$ cat src/rtl/pwm_pkg.sv
`default_nettype none
// ============================================================================
// Module  : pwm_pkg
// Brief   : Shared types, reset configuration and helpers for the PWM timebase.
// Revision: 1.0 - initial release
// ============================================================================
package pwm_pkg;

   localparam int c_pwm_width = 32;

   typedef enum logic [1:0] {
      PWM_UP      = 2'd0,
      PWM_DOWN    = 2'd1,
      PWM_UP_DOWN = 2'd2
   } pwm_mode_e;

   typedef enum logic [1:0] {
      TB_IDLE     = 2'd0,
      TB_RUN_UP   = 2'd1,
      TB_RUN_DOWN = 2'd2
   } tb_state_e;

   typedef struct packed {
      pwm_mode_e              mode;
      logic                   polarity;
      logic [c_pwm_width-1:0] period;
      logic [c_pwm_width-1:0] duty;
      logic [c_pwm_width-1:0] phase;
   } pwm_cfg_t;

   localparam pwm_cfg_t c_cfg_reset = '{
      mode:     PWM_UP,
      polarity: 1'b0,
      period:   '0,
      duty:     '0,
      phase:    '0
   };

   // Highest counter value of a period; periods 0 and 1 collapse to a held 0.
   function automatic logic [c_pwm_width-1:0] pwm_top(input logic [c_pwm_width-1:0] period);
      return (period < c_pwm_width'(2)) ? '0 : period - c_pwm_width'(1);
   endfunction

endpackage
`default_nettype wire

$ cat src/rtl/pwm_shadow_reg.sv
`default_nettype none
// ============================================================================
// Module  : pwm_shadow_reg
// Brief   : Valid/ready shadow register feeding the active PWM configuration.
// Revision: 1.0 - initial release
// ============================================================================
module pwm_shadow_reg
   import pwm_pkg::*;
(
   input  logic     clk,
   input  logic     rst,
   input  logic     i_cfg_valid,
   output logic     o_cfg_ready,
   input  pwm_cfg_t i_cfg,
   input  logic     i_apply_req,
   output pwm_cfg_t o_active,
   output pwm_cfg_t o_next
);

   pwm_cfg_t r_shadow;
   pwm_cfg_t r_active;
   logic     r_full;
   logic     r_clr;
   logic     w_apply;

   // r_clr holds the shadow full for one cycle after a transfer so cfg_ready
   // rises one cycle after the new settings become visible.
   assign w_apply     = i_apply_req && r_full && !r_clr;
   assign o_cfg_ready = !r_full;
   assign o_active    = r_active;
   assign o_next      = w_apply ? r_shadow : r_active;

   always_ff @(posedge clk) begin
      if (rst) begin
         r_shadow <= c_cfg_reset;
         r_active <= c_cfg_reset;
         r_full   <= 1'b0;
         r_clr    <= 1'b0;
      end else begin
         r_clr <= w_apply;
         if (w_apply) begin
            r_active <= r_shadow;
         end
         if (r_clr) begin
            r_full <= 1'b0;
         end else if (i_cfg_valid && !r_full) begin
            r_full   <= 1'b1;
            r_shadow <= i_cfg;
         end
      end
   end

endmodule
`default_nettype wire

$ cat src/rtl/pwm_timebase.sv
`default_nettype none
// ============================================================================
// Module  : pwm_timebase
// Brief   : Shared PWM counter/FSM with period-boundary configuration update.
// Revision: 1.0 - initial release
// ============================================================================
module pwm_timebase
   import pwm_pkg::*;
#(
   parameter int COUNTER_WIDTH = c_pwm_width
) (
   input  logic                     clk,
   input  logic                     rst,
   input  logic                     enable,
   input  logic                     sync_in,
   input  logic                     cfg_valid,
   output logic                     cfg_ready,
   input  logic [1:0]               cfg_mode,
   input  logic                     cfg_polarity,
   input  logic [COUNTER_WIDTH-1:0] cfg_period,
   input  logic [COUNTER_WIDTH-1:0] cfg_duty,
   input  logic [COUNTER_WIDTH-1:0] cfg_phase,
   output logic [COUNTER_WIDTH-1:0] counter,
   output logic [COUNTER_WIDTH-1:0] counter_plus_period,
   output logic [COUNTER_WIDTH-1:0] counter_minus_period,
   output logic                     count_dir,
   output logic                     polarity,
   output logic [COUNTER_WIDTH-1:0] period,
   output logic [COUNTER_WIDTH-1:0] duty,
   output logic [COUNTER_WIDTH-1:0] phase,
   output logic                     period_end
);

   tb_state_e                r_state;
   logic [COUNTER_WIDTH-1:0] r_counter;
   logic                     r_dir;
   logic                     r_pe;

   pwm_mode_e                w_mode_in;
   pwm_cfg_t                 w_cfg_in;
   pwm_cfg_t                 w_act;
   pwm_cfg_t                 w_nxt;
   logic                     w_run;
   logic                     w_degen;
   logic                     w_up_bnd;
   logic                     w_dn_bnd;
   logic                     w_ud_turn;
   logic                     w_restart;
   logic                     w_apply_req;
   logic                     w_bounce;
   tb_state_e                w_rs_state;
   logic [COUNTER_WIDTH-1:0] w_rs_count;
   logic                     w_rs_dir;

   assign w_mode_in = (cfg_mode == 2'd3) ? PWM_UP : pwm_mode_e'(cfg_mode);
   assign w_cfg_in  = '{mode: w_mode_in, polarity: cfg_polarity, period: cfg_period,
                        duty: cfg_duty, phase: cfg_phase};

   pwm_shadow_reg u_shadow (
      .clk         (clk),
      .rst         (rst),
      .i_cfg_valid (cfg_valid),
      .o_cfg_ready (cfg_ready),
      .i_cfg       (w_cfg_in),
      .i_apply_req (w_apply_req),
      .o_active    (w_act),
      .o_next      (w_nxt)
   );

   // Boundaries use the active period; >= lets an out-of-range count self-correct.
   assign w_run     = (r_state != TB_IDLE);
   assign w_degen   = (w_act.period < COUNTER_WIDTH'(2));
   assign w_up_bnd  = w_degen || (r_counter >= pwm_top(w_act.period));
   assign w_dn_bnd  = (r_counter == '0);
   assign w_ud_turn = (w_act.mode == PWM_UP_DOWN) && !w_degen;
   assign w_restart = w_run && enable &&
                      (sync_in ||
                       ((r_state == TB_RUN_UP) && w_up_bnd && !w_ud_turn) ||
                       ((r_state == TB_RUN_DOWN) && w_dn_bnd));
   assign w_apply_req = (r_state == TB_IDLE) || w_restart;
   assign w_bounce  = (r_state == TB_RUN_DOWN) && !sync_in &&
                      (w_act.mode == PWM_UP_DOWN) && (w_nxt.mode == PWM_UP_DOWN) &&
                      (w_nxt.period >= COUNTER_WIDTH'(2));

   // Restart target is taken from the configuration that is active after this edge.
   always_comb begin
      w_rs_state = TB_RUN_UP;
      w_rs_count = '0;
      w_rs_dir   = 1'b1;
      if (w_nxt.mode == PWM_DOWN) begin
         w_rs_state = TB_RUN_DOWN;
         w_rs_count = pwm_top(w_nxt.period);
         w_rs_dir   = 1'b0;
      end else if (w_bounce) begin
         w_rs_count = COUNTER_WIDTH'(1);
      end
   end

   always_ff @(posedge clk) begin
      if (rst || !enable) begin
         r_state   <= TB_IDLE;
         r_counter <= '0;
         r_dir     <= 1'b1;
         r_pe      <= 1'b0;
      end else begin
         r_pe <= 1'b0;
         case (r_state)
            TB_IDLE: begin
               r_state   <= w_rs_state;
               r_counter <= w_rs_count;
               r_dir     <= w_rs_dir;
            end
            TB_RUN_UP, TB_RUN_DOWN: begin
               if (w_restart) begin
                  r_state   <= w_rs_state;
                  r_counter <= w_rs_count;
                  r_dir     <= w_rs_dir;
                  r_pe      <= 1'b1;
               end else if ((r_state == TB_RUN_UP) && w_up_bnd) begin
                  r_state   <= TB_RUN_DOWN;
                  r_counter <= w_act.period - COUNTER_WIDTH'(2);
                  r_dir     <= 1'b0;
               end else if (r_state == TB_RUN_UP) begin
                  r_counter <= r_counter + COUNTER_WIDTH'(1);
               end else begin
                  r_counter <= r_counter - COUNTER_WIDTH'(1);
               end
            end
            default: begin
               r_state   <= TB_IDLE;
               r_counter <= '0;
               r_dir     <= 1'b1;
            end
         endcase
      end
   end

   assign counter              = r_counter;
   assign counter_plus_period  = r_counter + w_act.period;
   assign counter_minus_period = r_counter - w_act.period;
   assign count_dir            = r_dir;
   assign period_end           = r_pe;
   assign polarity             = w_act.polarity;
   assign period               = w_act.period;
   assign duty                 = w_act.duty;
   assign phase                = w_act.phase;

endmodule
`default_nettype wire

$ cat config.mk
export PLATFORM = sky130hd
export DESIGN_NAME = pwm_timebase
export DESIGN_NICKNAME = d
export VERILOG_FILES = /design/src/rtl/pwm_pkg.sv /design/src/rtl/pwm_shadow_reg.sv /design/src/rtl/pwm_timebase.sv
export SDC_FILE = /design/constraint.sdc
export NUM_CORES = 1
export LEC_CHECK = 0
export ABC_AREA = 1
export CAP_MARGIN = 15
export CORE_MARGIN = 5
export CORE_UTILIZATION = 45
export CTS_CLUSTER_SIZE = 25
export DETAILED_ROUTE_END_ITERATION = 6
export HOLD_SLACK_MARGIN = 0.15
export PLACE_DENSITY = 0.8
export SETUP_SLACK_MARGIN = 0.02
export SYNTH_ARGS = -nofsm -noshare
export SYNTH_HDL_FRONTEND = slang
export SYNTH_SLANG_ARGS = --single-unit
$ cat constraint.sdc
create_clock -name clk -period 4.5 [get_ports clk]
set_input_delay 0.9 -clock clk [delete_from_list [all_inputs] [get_ports clk]]
set_output_delay 0.9 -clock clk [all_outputs]
set_load 0.02 [all_outputs]
Word-level counts from Yosys, hierarchy flattened --
Cells that the tools add are included.
Cells by class: divide/modulo/power cells 0, add/sub/neg operators 7, reductions and logical operators 31, shift-type cells 0, multiplexer cells 19, $mul 0, $lt $le $gt $ge 4, bitwise gates (word level) 2, equal/unequal tests 7
Operators by type and width (count):
- 32-bit 2-to-1 mux | 6
- 99-bit 2-to-1 mux | 1
- 32-bit by 1-bit subtractor with 32-bit output (second input constant) | 3
- 32-bit by 2-bit less-than comparator with 1-bit output (second input constant) | 2
- 32-bit one-hot mux with 2 select lines | 1
- 32-bit by 1-bit adder with 32-bit output (second input constant) | 1
- 32-bit adder | 1
- 32-bit by 2-bit greater-or-equal comparator with 1-bit output (second input constant) | 1
- 32-bit greater-or-equal comparator | 1
- 32-bit zero test | 1
- 32-bit by 2-bit subtractor with 32-bit output (second input constant) | 1
- 32-bit subtractor | 1
- 1-bit logical AND | 13
- 2-bit == test (second input constant) | 4
- 2-bit 2-to-1 mux | 4
- 1-bit zero test | 6
- 2-bit OR reduction | 3
- 1-bit logical OR | 5
- 1-bit 2-to-1 mux | 5
- 2-bit by 1-bit == test with 1-bit output (second input constant) | 2
- 2-bit one-hot mux with 2 select lines | 1
- 3-bit != test (second input constant) | 1
- 2-bit zero test | 1
- 1-bit NOT | 2
- 3 further kinds | 3
Storage, ports and cells: bits in latches 0, bits of input ports 104, memory bits (writable) 0, memories kept 0, bits in read-only memories 0, register bits 236, word-level logic and storage cells 86, output and inout port bits 196

Logic depth before layout (Yosys ltp) --
depth in word-level cells 20, gate-level depth with buffers 40, mapped depth without buffers 39

Modules after synthesis --
From an unflattened synthesis, not the netlist that was laid out.
Unflattened totals: cells, all modules 3130, area, all modules 18769.3 um^2
By module, submodules not included:
- pwm_timebase | instances 1, area each 10303.6 um^2, seq. area each 720.7 um^2, cells each 1768
- pwm_shadow_reg | instances 1, area each 8465.6 um^2, seq. area each 4003.8 um^2, cells each 1362

Least setup slack after synthesis --
Ideal clock, no wire load.
kind reg2reg, start point register u_shadow.r_active, in the netlist u_shadow.o_active[65], end point register r_counter[8], in the netlist counter[8], cell stages (with the launch flop) 37, arrival 4.443 ns, required time 4.380 ns, setup slack -0.063 ns, path buffers 2, library setup time 0.120 ns, path through dfxtp_1 -> inv_1 -> ha_1 -> inv_1 -> nor2_1 -> inv_1 -> nor2_1 -> inv_1 -> nor2_1 -> nand4_1 -> nor2_1 -> nand2_1 -> nor4_1 -> o21ai_0 -> ha_1 -> nand2_1 -> inv_1 -> nand3_1 -> or2_2 -> a21oi_1 -> nor2_1 -> nand2_1 -> nand3_1 -> nand2_2 -> nand2_4 -> nand2_4 -> buf_6 -> nand3_1 -> nand2_1 -> nand2_1 -> nor2_2 -> nand2_1 -> nor2_2 -> a21oi_4 -> buf_6 -> o21ai_1 -> a21oi_1
Between the ends: word-level cells in the longest chain between the ends 18, elaborated cells on any way between the ends 26
Ends and longest elaborated chain:
- from (decl) | RTL line pwm_shadow_reg.sv:21 | pwm_cfg_t r_active;
- from (signal assigned) | RTL line pwm_shadow_reg.sv:36 | r_active <= c_cfg_reset;
- from (signal assigned) | RTL line pwm_shadow_reg.sv:42 | r_active <= r_shadow;
- 32-bit by 1-bit subtractor with 32-bit output or 32-bit by 2-bit less-than comparator with 1-bit output (tied branches) | RTL line pwm_pkg.sv:41, pwm_timebase.sv:72
- 32-bit 2-to-1 mux | RTL line pwm_pkg.sv:41 | return (period < c_pwm_width'(2)) ? '0 : period - c_pwm_width'(1);
- 32-bit greater-or-equal comparator | RTL line pwm_timebase.sv:73 | assign w_up_bnd = w_degen || (r_counter >= pwm_top(w_act.period));
- 1-bit logical OR | RTL line pwm_timebase.sv:73
- 1-bit logical AND | RTL line pwm_timebase.sv:78, pwm_timebase.sv:119
- 1-bit logical AND | RTL line pwm_timebase.sv:78 | ((r_state == TB_RUN_UP) && w_up_bnd && !w_ud_turn) ||
- 1-bit logical OR | RTL line pwm_timebase.sv:77 | (sync_in ||
- 1-bit logical OR | RTL line pwm_timebase.sv:78
- 1-bit logical AND | RTL line pwm_timebase.sv:76 | assign w_restart = w_run && enable &&
- 1-bit logical OR | RTL line pwm_timebase.sv:80 | assign w_apply_req = (r_state == TB_IDLE) || w_restart;
- 1-bit logical AND (2 in series) | RTL line pwm_shadow_reg.sv:28 | assign w_apply = i_apply_req && r_full && !r_clr;
- 99-bit 2-to-1 mux | RTL line pwm_shadow_reg.sv:31 | assign o_next = w_apply ? r_shadow : r_active;
- 32-bit by 1-bit subtractor with 32-bit output or 32-bit by 2-bit less-than comparator with 1-bit output (tied branches) | RTL line pwm_pkg.sv:41
- 32-bit 2-to-1 mux | RTL line pwm_pkg.sv:41
- 32-bit 2-to-1 mux | RTL line pwm_timebase.sv:90 | if (w_nxt.mode == PWM_DOWN) begin
- 32-bit 2-to-1 mux | RTL line pwm_timebase.sv:114 | if (w_restart) begin
- 32-bit one-hot mux with 2 select lines * | RTL line pwm_timebase.sv:107 | case (r_state)
- to (signal assigned) | RTL line pwm_timebase.sv:110 | r_counter <= w_rs_count;
- to (signal assigned) | RTL line pwm_timebase.sv:116 | r_counter <= w_rs_count;
- to (signal assigned) | RTL line pwm_timebase.sv:121 | r_counter <= w_act.period - COUNTER_WIDTH'(2);
- to (decl) | RTL line pwm_timebase.sv:35 | logic [COUNTER_WIDTH-1:0] r_counter;
Every way passes the cells marked *; elsewhere a longest branch is shown, timed or not. A chain may end at the register's enable or synchronous reset.

Final worst setup path --
start point register u_shadow.r_active, in the netlist u_shadow.o_active[65], end point register r_counter[14], in the netlist counter[14]
Same word-level chain as after synthesis.

==> flow_metrics.py <==
metrics = {
    "status": {
        "outcome": "finished with violations",
        "violations": "setup timing",
    },
    "sta": {
        "relSlewSlack": 0.385,
        "slew_violations": 0,
        "post-route-period-util": 1.13,
        "worst_slack_ns": -0.596,
        "fin_worst_skew_ns": 0.0252,
        "rsz0062_at_grt": "yes",
        "period_minus_slack_ns": 5.10,
        "worstMarginPinSlew_ns": 0.922,
        "setup_violations": 34,
        "fin_setup_tns_ns": -11.28,
        "hold_violations": 0,
        "holdWs_ns": 0.451,
        "max_freq_mhz": 196,
    },
    "global_routing": {
        "track_usage": 0.330,
        "grt_start_max_net_pins": 86,
        "antenna_found_initial": 0,
        "grt_overflow": 0,
        "grt_first_pass_wirelength_mm": 115,
        "grt_pass1_vias": 20600,
    },
    "worst_setup_path": {
        "cp_slowest_stage_delay_ns": 0.34,
        "reg2reg_slack_ns": -0.60,
        "cp_slowest_cell": "dfxtp_2",
        "worstSetupPathType": "reg -> reg",
        "r2r-start": "u_shadow.o_active[65]",
        "crit_path_start_kind": "flop",
        "required_ns": 4.95,
        "reg2reg_to": "counter[14]",
        "ff2ff_path_depth": 31,
        "end_kind": "flop",
        "arrival_ns": 5.55,
        "path_max_fanout": 8,
    },
    "pwr": {
        "max-vdd-ir-drop_mv": 0.348,
        "p_leak_uw": 0.0129,
        "powerDensity_mw_per_mm2": 609,
    },
    "logic_synthesis": {
        "synth_edf_count": 0,
        "ys_ff_latch": 236,
        "synth_fp_nets": 2930,
        "synth_top_area_frac": 0.268,
        "yosysTopAreaCell": "dfxtp_1",
        "synthArstFlopShare": 0,
        "ys_warn_count": 0,
        "syn_inst": 2692,
        "yosysSeqAreaShare": 0.268,
        "synth_area_sq_mm": 0.0176,
        "syn_area_per_cell_sq_um": 6.54,
        "synth-main-ff-cell": "dfxtp_1",
        "synth.distinct_cells": 51,
        "synth.area.top_cells": "dfxtp_1 (27%), nand2_1 (9.8%), a21oi_1 (9.5%)",
    },
    "cts": {
        "clk_latency_ns": 0.53,
        "cts_tree": "built",
        "clkSinkCount": 236,
        "ctsHoldBuffers": 0,
        "cts_max_level": 1,
        "root_buffer": "clkbuf_16",
        "cts-buffers-inserted": 21,
        "path_clk_slew_ns": 0.07,
        "cts_buffer_depth": 3,
    },
    "placement": {
        "routabilityCongestion": 1.00,
        "port-buffer-count": 299,
        "place_inst": 3704,
        "place_hpwl_mm": 58.7,
    },
    "layout": {
        "most-common-layout-cells": "buf_4 (426), nand2_1 (341), inv_1 (322)",
        "final_cells": 3832,
        "drive_gt1_frac": 0.279,
        "diodes": 0,
        "final_core_util": 0.689,
        "nNetsFinal": 3538,
        "final_common_cell": "buf_4",
        "n_fill_cell": 3054,
        "area_delta_synth_final_pct": 51.3,
    },
    "die": {
        "dieArea_sq_mm": 0.0432,
        "die_h_um": 208,
        "io_pins": 300,
        "row_count": 72,
        "initial_utilization": 0.455,
        "core-area_sq_mm": 0.0386,
        "fp.dieW_um": 208,
    },
    "routing": {
        "wl_mm": 80.8,
        "dr.pass1.iters": 6,
        "vias": 21200,
        "drt_iter0_drc": 1588,
        "antenna_left": 0,
        "drc_errors": 0,
        "avgRoutedWirePerCell_um": 21.1,
        "via_per_inst": 5.53,
    },
    "min_path": {
        "hold_depth": 2,
        "worst_hold_path_type": "reg -> reg",
        "holdCritStartpoint": "u_shadow.r_shadow[2]",
        "whs_endpoint": "u_shadow.o_active[2]",
    },
    "job": {
        "cap_violations": 0,
    },
}
==> worst max-delay path: cells and delay by family (launching register included) <==
| family | cells | cell delay (ns) |
|---|---|---|
| compound gates | 5 | 0.92 |
| fa+ha+maj | 2 | 0.53 |
| buf+inv | 7 | 0.96 |
| flops | 1 | 0.34 |
| simple gates | 17 | 2.24 |
==> final cells by class <==
type	count	area [sq um]	share of cell area
Clock buffer	27	558	0.0210
Clock inverter	10	210	0.00790
Inverter	362	1390	0.0523
Multi-Input combinational cell	1890	11900	0.448
Sequential cell	236	4740	0.178
Tap cell	518	648	0.0243
Timing Repair Buffer	789	7160	0.269
==> metrics by stage <==
| step | setup slack, ns | total power (uW) | cell area [sq um] |
|---|---|---|---|
| after floorplan | 0.0626 | 7850 | 17600 |
| after global placement | -0.563 | 12200 | 23100 |
| after detailed placement | -0.714 | 12300 | 23100 |
| after CTS | -0.239 | 15100 | 25400 |
| after global routing | -0.850 | 17000 | 26600 |
| final | -0.596 | 16200 | 26600 |
==> cells by family (layout without fill, tap and decap cells) <==
group	after synthesis	in the layout	synth area share
compound gates	684	686	0.207
simple gates	965	965	0.230
fa+ha+maj	134	134	0.0965
xor+xnor	105	105	0.0523
buf+inv	568	1188	0.146
flops	236	236	0.268
==> what timing repair did <==
item	in CTS	in global routing
setup buffers	58	23
resized for setup	361	336
endpoints found under the setup margin	75	137
cloned	8	8
pin swaps	63	100
==> cell usage after synthesis (3+ instances only) <==
| cell | instances |
|---|---|
| nand2_1 | 461 |
| inv_1 | 338 |
| a21oi_1 | 335 |
| nor2_1 | 279 |
| o21ai_0 | 260 |
| dfxtp_1 | 236 |
| ha_1 | 131 |
| nand3_1 | 128 |
| buf_4 | 98 |
| clkbuf_1 | 95 |
| xor2_1 | 90 |
| inv_2 | 20 |
| nor3_1 | 18 |
| nand3b_1 | 15 |
| nand4_1 | 15 |
| xnor2_1 | 15 |
| nor4_1 | 14 |
| nand2_2 | 13 |
| a21boi_0 | 11 |
| a31oi_1 | 11 |
| o211ai_1 | 11 |
| o21bai_1 | 10 |
| a21o_1 | 8 |
| buf_6 | 8 |
| o21ai_1 | 8 |
| nor2_2 | 7 |
| o31ai_1 | 6 |
| o21a_1 | 5 |
| a211oi_1 | 4 |
| buf_2 | 4 |
| clkinv_1 | 4 |
| o311ai_0 | 4 |
| or2_2 | 4 |
| fa_1 | 3 |
| nand2_4 | 3 |
| nor2_4 | 3 |
==> sequential cells by signal (all words and copies together), names as in the netlist <==
name / cells
u_shadow.o_active: 99
u_shadow.r_shadow: 99
counter: 32
r_state: 2
count_dir: 1
period_end: 1
u_shadow.r_clr: 1
u_shadow.r_full: 1
==> layer usage <==
metal | vias to the layer above | GRT usage | routed length, um
li1 | 9895 | - | -
met1 | 9872 | 0.403 | 31000
met2 | 1130 | 0.568 | 37600
met3 | 299 | 0.0594 | 7230
met4 | 0 | 0.144 | 4980
met5 | - | 0 | 0
==> report_power, final <==
part           total (uW)  internal (uW)  switching [uW]  leakage (uW)
Clock                2050           1230             827      0.000370
Sequential           2620           2380             245       0.00194
Combinational       11500           4810            6720        0.0106
==> worst max path at each step <==
stage                     depth (start not counted)                       end                   from  slack, ns
after floorplan                                  36                counter[8]  u_shadow.o_active[65]       0.06
after global placement                           22  counter_minus_period[28]             counter[0]      -0.56
after global routing                             39               counter[14]  u_shadow.o_active[65]      -0.85
after CTS                                        40               counter[30]  u_shadow.o_active[65]      -0.24
after detailed placement                         36                counter[5]  u_shadow.o_active[65]      -0.71
final                                            31               counter[14]  u_shadow.o_active[65]      -0.60
No activity file was read; power rests on OpenSTA's default activity.
